File: src/rtl/uart_tx_arbiter.sv
// Round-robin arbiter sharing one 8N1 UART transmitter between NUM_REQ byte sources.
// Optional build macro UART_ARB_FIXED_PRIO_EN selects fixed (lowest-index) priority instead.
module uart_tx_arbiter #(
    parameter int CLK_FREQ  = 50000000,
    parameter int BAUD_RATE = 115200,
    parameter int NUM_REQ   = 4
) (
    input  logic                 clk,
    input  logic                 rst_n,
    input  logic [NUM_REQ-1:0]   req,
    input  logic [8*NUM_REQ-1:0] req_data,
    output logic [NUM_REQ-1:0]   ack,
    output logic [7:0]           tx_data,
    output logic                 tx_send,
    output logic [2:0]           grant_id,
    output logic                 busy
);

    localparam int DIV          = CLK_FREQ / BAUD_RATE;
    localparam int FRAME_CYCLES = 10 * (DIV + 1);
    localparam int CNT_W        = $clog2(FRAME_CYCLES);
    localparam int IDX_W        = (NUM_REQ > 1) ? $clog2(NUM_REQ) : 1;
    localparam logic [CNT_W-1:0] CNT_LOAD = CNT_W'(FRAME_CYCLES - 1);

    typedef enum logic {
        S_IDLE,
        S_WAIT
    } state_t;

    state_t               state_q, state_d;
    logic [CNT_W-1:0]     cnt_q, cnt_d;
    logic [NUM_REQ-1:0]   ack_q, ack_d;
    logic [7:0]           tx_data_q, tx_data_d;
    logic                 tx_send_q, tx_send_d;
    logic [2:0]           grant_id_q, grant_id_d;
    logic                 busy_q, busy_d;

    logic [2:0]           win;
    logic                 win_vld;

`ifdef UART_ARB_FIXED_PRIO_EN
    always_comb begin
        win     = '0;
        win_vld = 1'b0;
        for (int i = NUM_REQ - 1; i >= 0; i--) begin
            if (req[i]) begin
                win     = 3'(i);
                win_vld = 1'b1;
            end
        end
    end
`else
    // Walk from farthest to nearest so the first requester after grant_id overwrites last.
    always_comb begin
        logic [3:0] cand;
        cand    = '0;
        win     = grant_id_q;
        win_vld = 1'b0;
        for (int k = NUM_REQ; k >= 1; k--) begin
            cand = {1'b0, grant_id_q} + 4'(k);
            if (cand >= 4'(NUM_REQ)) cand = cand - 4'(NUM_REQ);
            if (req[cand[IDX_W-1:0]]) begin
                win     = cand[2:0];
                win_vld = 1'b1;
            end
        end
    end
`endif

    always_comb begin
        state_d    = state_q;
        cnt_d      = cnt_q;
        ack_d      = '0;
        tx_send_d  = 1'b0;
        tx_data_d  = tx_data_q;
        grant_id_d = grant_id_q;
        busy_d     = busy_q;
        case (state_q)
            S_IDLE: begin
                if (win_vld) begin
                    state_d    = S_WAIT;
                    cnt_d      = CNT_LOAD;
                    tx_send_d  = 1'b1;
                    busy_d     = 1'b1;
                    grant_id_d = win;
                    for (int i = 0; i < NUM_REQ; i++) begin
                        if (win == 3'(i)) begin
                            ack_d[i]  = 1'b1;
                            tx_data_d = req_data[8*i +: 8];
                        end
                    end
                end
            end
            S_WAIT: begin
                // The send cycle is the transmitter's load cycle; its frame count starts after it.
                if (tx_send_q) begin
                    cnt_d = cnt_q;
                end else if (cnt_q == '0) begin
                    state_d = S_IDLE;
                    busy_d  = 1'b0;
                end else begin
                    cnt_d = cnt_q - 1'b1;
                end
            end
            default: state_d = S_IDLE;
        endcase
    end

    always_ff @(posedge clk or negedge rst_n) begin
        if (!rst_n) begin
            state_q    <= S_IDLE;
            cnt_q      <= '0;
            ack_q      <= '0;
            tx_data_q  <= 8'h00;
            tx_send_q  <= 1'b0;
            grant_id_q <= 3'(NUM_REQ - 1);
            busy_q     <= 1'b0;
        end else begin
            state_q    <= state_d;
            cnt_q      <= cnt_d;
            ack_q      <= ack_d;
            tx_data_q  <= tx_data_d;
            tx_send_q  <= tx_send_d;
            grant_id_q <= grant_id_d;
            busy_q     <= busy_d;
        end
    end

    assign ack      = ack_q;
    assign tx_data  = tx_data_q;
    assign tx_send  = tx_send_q;
    assign grant_id = grant_id_q;
    assign busy     = busy_q;

endmodule

File: config.mk
export PLATFORM = sky130hd
export DESIGN_NAME = uart_tx_arbiter
export DESIGN_NICKNAME = d
export VERILOG_FILES = /design/src/rtl/uart_tx_arbiter.sv
export SDC_FILE = /design/constraint.sdc
export NUM_CORES = 1
export LEC_CHECK = 0
export CAP_MARGIN = 20
export CORE_UTILIZATION = 54
export CTS_CLUSTER_DIAMETER = 60
export CTS_CLUSTER_SIZE = 25
export DETAILED_ROUTE_END_ITERATION = 12
export MAX_ROUTING_LAYER = met4
export PLACE_DENSITY = 0.83
export REMOVE_ABC_BUFFERS = 1
export SYNTH_ARGS = -nofsm -noshare
export SYNTH_HDL_FRONTEND = slang
export SYNTH_SLANG_ARGS = --single-unit
File: constraint.sdc
create_clock -name clk -period 5.8 [get_ports clk]
set_clock_uncertainty 0.15 [all_clocks]
set_input_delay 0.58 -clock clk [delete_from_list [all_inputs] [get_ports clk]]
set_output_delay 0.58 -clock clk [all_outputs]
set_load 0.03 [all_outputs]
-- Word-level counts from Yosys, hierarchy flattened
Index checks and enable logic that the tools add are counted.
- input port bits: 38
- output and inout port bits: 17
- bits in registers: 31
- magnitude comparators: 8
- reduce and logical (&&, ||, !) cells: 7
- bitwise operators: 1
- mux-type cells: 43
- equality and inequality tests: 7
- add/subtract/negate cells: 9
- operators by type and width (operator ; number):
    13-bit two-way mux ; 3
    8-bit two-way mux ; 4
    13-bit one-hot mux with 2 select lines ; 1
    3-bit two-way mux ; 8
    1-bit two-way mux ; 19
    4-bit by 3-bit >= comparator with 1-bit output, second input constant ; 4
    13-bit zero test ; 1
    13-bit by 1-bit subtractor with 13-bit output, second input constant ; 1
    2-bit by 3-bit < comparator with 1-bit output, second input constant ; 4
    3-bit subtractor, second input constant ; 4
    3-bit AND reduction ; 3
    3-bit by 2-bit adder with 4-bit output, second input constant ; 2
    1-bit binary-select mux with 2-bit select ; 4
    4-bit two-way mux ; 2
    3-bit by 2-bit equality test with 1-bit output, second input constant ; 2
    2-bit != test, second input constant ; 3
    3-bit by 1-bit adder with 4-bit output, second input constant ; 1
    3-bit by 3-bit adder with 4-bit output, second input constant ; 1
    1-bit one-hot mux with 2 select lines ; 2
    4-bit nonzero test ; 1
    3-bit by 1-bit equality test with 1-bit output, second input constant ; 1
    3-bit zero test ; 1
    2-bit by 1-bit != test with 1-bit output, second input constant ; 1
    2-bit AND reduction ; 1
    1-bit inverter ; 1

-- Logic depth before layout (Yosys ltp)
Gate-level depths: netlist (run 1).
- depth in word-level cells: 14
- mapped depth: 13
- mapped depth without buffers: 8

-- Worst setup path after synthesis (run 1)
OpenSTA, ideal clock, no wires.
- path kind: reg2reg
- start point: reg grant_id_q[0] (netlist: grant_id[0])
- end point: reg tx_data_q[3] (netlist: tx_data[3])
- stages on the path, launching flop included: 13
- slack: 2.387 ns
- arrival time: 3.135 ns
- clock period less this slack: 3.413 ns
- cell sequence: dfstp_2 -> buf_4 -> inv_1 -> buf_4 -> ha_1 -> clkbuf_1 -> mux4_2 -> nand2b_1 -> buf_6 -> a221o_2 -> nor2_1 -> a2111oi_2 -> mux2_1
- word-level cells in the longest chain between the ends: 13
- RTL lines (element ; RTL line ; text):
    start: declaration ; 35 ; logic [2:0] grant_id_q, grant_id_d;
    start signal: assignment ; 116 ; grant_id_q <= 3'(NUM_REQ - 1);
    start signal: assignment ; 124 ; grant_id_q <= grant_id_d;
    3-bit by 3-bit adder with 4-bit output ; 60 ; cand = {1'b0, grant_id_q} + 4'(k);
    4-bit by 3-bit >= comparator with 1-bit output or 3-bit subtractor (tied branches) ; 61 ; if (cand >= 4'(NUM_REQ)) cand = cand - 4'(NUM_REQ);
    3-bit two-way mux ; 61 ;
    1-bit binary-select mux with 2-bit select ; 62 ; if (req[cand[IDX_W-1:0]]) begin
    1-bit two-way mux (implied by the code) ; 62 ;
    3-bit two-way mux (4 in a row) ; 62 ;
    3-bit by 1-bit equality test with 1-bit output ; 87 ; if (win == 3'(i)) begin
    8-bit two-way mux (3 in a row) ; 87 ;
    end signal: assignment ; 122 ; tx_data_q <= tx_data_d;
    end: declaration ; 33 ; logic [7:0] tx_data_q, tx_data_d;
Parallel ways exist; a longest one is shown, timed or not. The select of a mux whose other input is x is not followed.
A chain may end at the register's enable or synchronous reset.

-- Final worst setup path (run 1)
- start point: reg grant_id_q[0] (netlist: grant_id[0])
- end point: reg tx_data_q[7] (netlist: tx_data[7])
The elaborated chain is that of the path after synthesis.

==> results of run 1 <==
worst min-delay path: cells and delay by family, from the launching register on:
kind             cells  cell delay (ns)
DFF                  1             0.35
and+or+nand+nor      2             0.10
synthesized netlist by cell type (all sizes together), types with 2 or more instances:
library cell	count	area share, %
a2111oi	8	5.3
buf	14	4.9
dfstp	2	2.3
xor2	6	2.3
a211oi	9	3.2
mux4	2	2.0
o21ai	4	0.89
nand2	12	2.0
or2	2	0.56
dfrtp	29	32
nor4	26	7.5
and2	3	0.83
ha	3	1.7
clkbuf	5	0.89
mux2	8	4.0
nand2b	2	0.55
nor3	12	2.7
o31a	8	3.1
mux2i	4	1.8
o211ai	8	2.7
nor2	32	5.7
inv	9	1.5
or4	3	1.0
xnor2	3	1.2
a21oi	6	1.8
o31ai	6	2.0
nor2b	2	0.55
cells by family (layout without fill, tap and decap cells):
logic type                 Yosys count  count (layout)  synth area share, %
muxes                               14              14                 7.77
xor gates and xnor gates             9               9                 3.50
buffers and inverters               29              75                 7.49
AOI/OAI and AO/OA                   57              57                 22.8
and+or+nand+nor                     97              97                 22.3
DFF                                 31              31                 34.5
adders and majority gates            3               3                 1.66
cell type report:
class                      instances  area (µm²)  share of cell area, %
sequential                        31         778                   27.2
clock buffer                       5        68.8                   2.40
tap                               50        62.6                   2.19
inverter                          10        37.5                   1.31
multi-input combinational        180        1310                   45.7
clock inverter                     3        43.8                   1.53
timing repair buffer              57         563                   19.7
stage by stage:
step / hold WS, ns / utilization [%] / setup slack, ns / instance area, µm²
finish: 0.338 / 71.5 / 1.64 / 2860
global route: 0.366 / 71.5 / 1.40 / 2860
CTS: 0.339 / 71.5 / 1.70 / 2860
detailed placement: 0.319 / 68.7 / 1.72 / 2750
global placement: 0.314 / 68.7 / 1.82 / 2750
floorplan: 0.134 / - / 1.74 / 2120
metal layers:
layer  up-vias  wire length, µm
met3         5              376
met4         0               46
met2        68             2530
met5         -                0
met1       932             2470
li1       1004                -
worst paths after layout:
kind	start	end	slack [ns]	cells past startpoint
worst max-delay path	grant_id[0]	tx_data[7]	1.64	8
worst min-delay path	cnt_q[12]	cnt_q[12]	0.34	2
worst max register to register	grant_id[0]	tx_data[7]	1.64	8
worst min register to register	cnt_q[12]	cnt_q[12]	0.34	2
max in group asynchronous	rst_n	grant_id[1]	4.64	2
min in group asynchronous	rst_n	tx_data[3]	0.53	2
sequential cells by signal, indices dropped and copies added, names as in the netlist:
signal and count:
cnt_q 13, ack 4, tx_send 1, busy 1, grant_id 3, tx_data 8
state_q 1
where the power goes:
part | internal [W] | total (W) | switching, W
logic | 0.000119 | 0.000253 | 0.000133
registers | 0.000252 | 0.000287 | 0.0000349
clock network | 0.000128 | 0.000219 | 0.0000907
total | 0.000499 | 0.000758 | 0.000259
==> results.toml, run 1 <==
[clocking]
cts_tree = "done"
clk_path_buf_depth = 2
clkLatencyLatePin_ns = 0.30
root_buffer = "clkbuf_8"
cts.repair.resized = 0
cts_made_buffers = 5
cts_hold_buf = 0
cts_num_sinks = 31
cts_setup_buffers = 0
htreeDepth = 2
clkTransAtPathRegs_ns = 0.07

[cells_and_area]
final_nets = 326
layout.cells.non_filler = 336
drive_gt1_share_pct = 12.9
syn2layout_area_growth_pct = 26.9
num-fill-cells = 329
antennaDiodeCount = 0
layout_commonest_cell = "clkdlybuf4s50_1"
layout_common_cells = "clkdlybuf4s50_1 (54), nor2_1 (31), dfrtp_1 (29), nor4_1 (25)"

[yosys]
synth_edf_count = 0
synthDistinctLibCells = 50
yosysWarnings = 0
ys_seq_area_share_pct = 34.5
ys_ff_latch = 31
ys.flop_type = "dfrtp_1"
syn_area_mm2 = 0.00225
synthCells = 240
async_flop_share_pct = 100
avgSynthCellArea_um2 = 9.39

[placed_design]
dp_cells = 328
dp_hpwl_mm = 3.84
numPortBuffers = 54
place_congestion = 0.902

[critical_path]
critPathMaxStageDelay_ns = 0.94
critPathLaunchType = "flip-flop"
crit_chain = "inv_1 > ha_1 > mux4_2 > nand2b_1 > a21oi_4 > or2_1 > a2111oi_2 > mux2_2"
critPathKind = "flip-flop to flip-flop"
crit_family = "flip-flops"
crit_buf_inv = 1
cp_slowest_cell = "dfstp_2"
cp-end-kind = "flip-flop"
cp_max_fo = 32
worstPathArrival_ns = 4.18
worstPathRequired_ns = 5.82

[route]
antenna_left = 0
drc_errors = 0
routed_wirelength_mm = 5.42
via_per_inst = 5.98
wl_per_cell_um = 16.1
drtPass1Iterations = 4
vias = 2009
detail_route.iter0.violations = 132

[power]
ir_drop_v = 0.000221
power_w = 0.000758
leakagePower_nw = 1.11
powerDensity_mw_per_mm2 = 265

[timing]
rsz0062_at_grt = "no"
fmax_mhz = 240
setup_tns_ns = 0
period_minus_slack_ns = 4.16
setup_viol = 0
relSlewSlack_pct = 53.3
hold_violations = 0
worst_pin_slew_ns = 0.700
min_period_over_period_pct = 71.7
slew_viol_final = 0

[die]
ios = 55
core_mm2 = 0.00400
initial_core_util_pct = 56.4
placementRows = 23
die_y_um = 66.6
die_x_um = 66.6
floorplan.die_area_mm2 = 0.00444

[global_routing]
grt_overflow_total = 0
use_met3_pct = 5.65
busiest_layer = "met2"
grt_pass1_wl_mm = 8.76
grt_pass1_vias = 1899
grt_max_degree = 33
use_met1_pct = 34.5
grtUsageMet2_pct = 42.8
track_usage_pct = 27.0
antenna_found_initial = 0

[status]
status = "complete, no violations"

[worst_hold_path]
hold_path.class = "flip-flop to flip-flop"

[job]
cap_viol_max_count = 0
No activity file was read; power rests on OpenSTA's default activity.
==> inputs of run 2 (changes only) <==
CORE_UTILIZATION = 50   (was 54)
PLACE_DENSITY = 0.78   (was 0.83)
clock period = 4.29 ns   (was 5.8 ns; I/O delays follow)
==> results.toml, run 2 (synthesis gave the netlist of run 1 again) <==
[route]
antenna_left = 0
wl_per_cell_um = 16.1
drtPass1Iterations = 4
routed_wirelength_mm = 5.50
detail_route.iter0.violations = 202
drc_errors = 0
vias = 2081
via_per_inst = 6.08

[critical_path]
worstPathArrival_ns = 3.55
ff2ff_path_depth = 8
critPathLaunchType = "flip-flop"
cp_max_fo = 12
cp-end-kind = "flip-flop"
critPathKind = "flip-flop to flip-flop"
worstPathRequired_ns = 4.31

[clocking]
cts.repair.resized = 0
cts_tree = "done"
clkTransAtPathRegs_ns = 0.08
htreeDepth = 2
cts_made_buffers = 5
cts_setup_buffers = 0
cts_num_sinks = 31
clk_path_buf_depth = 2
root_buffer = "clkbuf_8"
clkLatencyLatePin_ns = 0.29
cts_hold_buf = 0

[timing]
hold_violations = 0
setup_ws_ns = 0.761
setup_viol = 0
worst_pin_slew_ns = 0.718
fmax_mhz = 283
relSlewSlack_pct = 52.1
setup_tns_ns = 0
min_period_over_period_pct = 82.3
slew_viol_final = 0
period_minus_slack_ns = 3.53
rsz0062_at_grt = "no"

[die]
ios = 55
floorplan.die_area_mm2 = 0.00478
die_x_um = 69.2
placementRows = 24
initial_core_util_pct = 51.8
die_y_um = 69.2
core_mm2 = 0.00435

[cells_and_area]
antennaDiodeCount = 0
drive_gt1_share_pct = 14.1
syn2layout_area_growth_pct = 28.7
fin_util_pct = 66.6
largest_reg_flops = 13
num-fill-cells = 350
final_nets = 330
layout_commonest_cell = "clkdlybuf4s50_1"
regMostFlops = "cnt_q"
layout_common_cells = "clkdlybuf4s50_1 (54), nor2_1 (31), dfrtp_1 (29), nor4_1 (25)"

[job]
cap_viol_max_count = 0

[power]
ir_drop_v = 0.000281
powerDensity_mw_per_mm2 = 355
leakagePower_nw = 1.14

[placed_design]
post-place-ws_ns = 0.773
numPortBuffers = 54
place_congestion = 0.884
dp_hpwl_mm = 3.85

[worst_hold_path]
hold_path.class = "primary input to asynchronous set/reset pin"

[global_routing]
grt_pass1_wl_mm = 9.19
track_usage_pct = 24.1
grt_pass1_vias = 1985
antenna_found_initial = 0
grt_overflow_total = 0
grt_max_degree = 32

[status]
status = "complete, no violations"
run 2: changes by cell type in the layout (fill, tap and decap cells not counted), sizes merged:
cell and delta:
buf +4
run 2: area by class of cell:
class / instances / area (µm²) / share of cell area, %
Clock buffer: 5 / 68.8 / 2.37
Clock inverter: 3 / 43.8 / 1.51
Inverter: 10 / 37.5 / 1.29
Multi-Input combinational cell: 180 / 1310 / 45.1
Sequential cell: 31 / 778 / 26.8
Tap cell: 52 / 65.1 / 2.24
Timing Repair Buffer: 61 / 601 / 20.7
run 2: per-layer routing:
layer	share of wire, %	global-route usage (%)
met1	47	33.5
met2	46	36.0
met3	6.0	6.29
met4	0.71	4.31
met5	0	-
run 2: per-stage QoR:
step                hold slack, ns  total power [W]  instance area (µm²)  std cells
global placement             0.311         0.000728                 2770        333
CTS                          0.344          0.00104                 2890        341
floorplan                  -0.0166         0.000616                 2120        221
detailed placement           0.328         0.000739                 2770        333
global route                 0.330          0.00109                 2900        342
finish                       0.295          0.00103                 2900        342
run 2: worst max-delay path, stage by stage, from the launching register on:
cell and delay (ns):
dfstp_2 0.68, inv_1 0.10, ha_1 0.44, mux4_2 0.37, nand2b_1 0.34, a21oi_4 0.37
or2_1 0.50, a2111oi_2 0.15, mux2_1 0.32
run 2: where the power goes:
group / leakage [nW] / total [W] / switching, W / internal [W]
registers: 0.377 / 0.000380 / 0.0000397 / 0.000341
logic: 0.701 / 0.000356 / 0.000191 / 0.000165
clock network: 0.0581 / 0.000294 / 0.000121 / 0.000173
total: 1.14 / 0.00103 / 0.000352 / 0.000679
run 2: worst paths after layout:
path / start / endpoint / slack (ns)
max: grant_id[1] / tx_data[3] / 0.76
min: rst_n / tx_data[1] / 0.30
max reg2reg: grant_id[1] / tx_data[3] / 0.76
min reg2reg: cnt_q[12] / cnt_q[12] / 0.34
max in group asynchronous: rst_n / cnt_q[0] / 3.08
min in group clk: cnt_q[12] / cnt_q[12] / 0.34
==> inputs of run 3 (changes only) <==
CORE_UTILIZATION = 45   (was 50)
PLACE_DENSITY = 0.74   (was 0.78)
clock period = 3.2 ns   (was 4.29 ns; I/O delays follow)
==> results.toml, run 3 (synthesis gave the netlist of run 1 again) <==
[route]
via_per_inst = 5.81
drtPass1Iterations = 4
routed_wirelength_mm = 5.63
wl_per_cell_um = 15.4
detail_route.iter0.violations = 186
drc_errors = 0
antenna_left = 0
vias = 2127

[timing]
worst_pin_slew_ns = 0.624
min_period_over_period_pct = 94.1
hold_violations = 0
period_minus_slack_ns = 3.01
setup_viol = 0
relSlewSlack_pct = 58.3
slew_viol_final = 0
fmax_mhz = 332
whs_ns = 0.275
rsz0062_at_grt = "no"
setup_ws_ns = 0.190

[cells_and_area]
antennaDiodeCount = 0
layout_commonest_cell = "clkdlybuf4s50_1"
final_nets = 339
num-fill-cells = 417
layout_common_cells = "clkdlybuf4s50_1 (54), nor2_1 (31), dfrtp_1 (29), nor4_1 (25), buf_4 (16)"
fin_util_pct = 62.3
largest_reg_flops = 13
multi_input_area_mm2 = 0.00131
regMostFlops = "cnt_q"
layout.cells.non_filler = 366
drive_gt1_share_pct = 16.7
syn2layout_area_growth_pct = 32.2
seq_area_um2 = 778

[clocking]
cts.repair.resized = 0
cts_hold_buf = 0
clkLatencyLatePin_ns = 0.29
cts_made_buffers = 5
clkTransAtPathRegs_ns = 0.07
cts_setup_buffers = 0
cts_tree = "done"
htreeDepth = 2
cts_num_sinks = 31
root_buffer = "clkbuf_8"
clk_path_buf_depth = 2

[global_routing]
grt_pass1_wl_mm = 9.18
track_usage_pct = 23.1
grt_max_degree = 32
antenna_found_initial = 0
grt_overflow_total = 0
grt_pass1_vias = 1982

[critical_path]
cp-end-kind = "flip-flop"
critPathMaxStageDelay_ns = 0.59
r2r-end = "tx_data[2]"
crit_family = "multiplexers"
reg2reg_slack_ns = 0.19
critPathLaunchType = "flip-flop"
crit_buf_inv = 1
cp_slowest_cell = "mux4_2"
cp_max_fo = 18
r2r-start = "grant_id[0]"
ff2ff_path_depth = 7
crit_chain = "buf_4 > mux4_2 > nand2b_1 > a21oi_4 > or2_1 > a2111oi_2 > mux2_2"
worstPathRequired_ns = 3.28
worstPathArrival_ns = 3.09
critPathKind = "flip-flop to flip-flop"

[status]
status = "complete, no violations"

[placed_design]
dp_hpwl_mm = 3.98
place_congestion = 0.906
numPortBuffers = 54
post-place-ws_ns = 0.144
dp_cells = 358

[power]
power_w = 0.00139
leakagePower_nw = 1.18
powerDensity_mw_per_mm2 = 466
ir_drop_v = 0.000351

[job]
cap_viol_max_count = 0

[worst_hold_path]
hold_path.class = "primary input to asynchronous set/reset pin"

[die]
die_x_um = 72.8
ios = 55
floorplan.die_area_mm2 = 0.00530
core_mm2 = 0.00479
initial_core_util_pct = 47.1
placementRows = 25
die_y_um = 72.8
==> run 3: cell count changes in the layout (fill, tap and decap cells not counted), sizes merged <==
cell	delta
buf	+9
==> run 3: area by class of cell <==
| class | instances | area share, % |
|---|---|---|
| Clock buffer | 5 | 2.31 |
| Clock inverter | 3 | 1.47 |
| Inverter | 10 | 1.26 |
| Multi-Input combinational cell | 180 | 43.9 |
| Sequential cell | 31 | 26.1 |
| Tap cell | 67 | 2.81 |
| Timing Repair Buffer | 70 | 22.2 |
==> run 3: how the worst max path moves through the flow <==
stage	start	end	slack, ns	depth (start not counted)
after floorplan	grant_id[0]	tx_data[0]	-0.86	8
after global placement	req[1]	tx_data[2]	0.20	8
after detailed placement	req[3]	tx_data[2]	0.14	8
after CTS	grant_id[0]	tx_data[2]	0.19	7
after global routing	grant_id[0]	tx_data[2]	0.06	7
final	grant_id[0]	tx_data[2]	0.19	7
==> run 3: per-layer routing <==
| metal | vias to the layer above | GRT usage, % | wire (µm) |
|---|---|---|---|
| met5 | - | - | 0 |
| met4 | 0 | 6.75 | 55 |
| met3 | 6 | 5.39 | 351 |
| met2 | 74 | 36.0 | 2610 |
| met1 | 1023 | 30.1 | 2610 |
| li1 | 1024 | - | - |
==> run 3: report_power, final <==
part,internal (W),switching (W)
combinational,0.000231,0.000259
sequential,0.000457,0.0000542
clock,0.000232,0.000156
total,0.000920,0.000469
==> run 3: worst reg2reg max path, delay by kind of cell (launching register included) <==
kind | cells | cell delay (ns)
buffers and inverters | 1 | 0.27
flip-flops | 1 | 0.57
multiplexers | 2 | 0.81
AND/OR/NAND/NOR | 2 | 0.66
AO/OA/AOI/OAI | 2 | 0.49
==> run 3: stage by stage <==
stage / setup TNS (ns) / instance area, µm²
finish: 0 / 2980
global route: 0 / 2980
CTS: 0 / 2980
detailed placement: 0 / 2870
global placement: 0 / 2870
floorplan: -8.85 / 2120
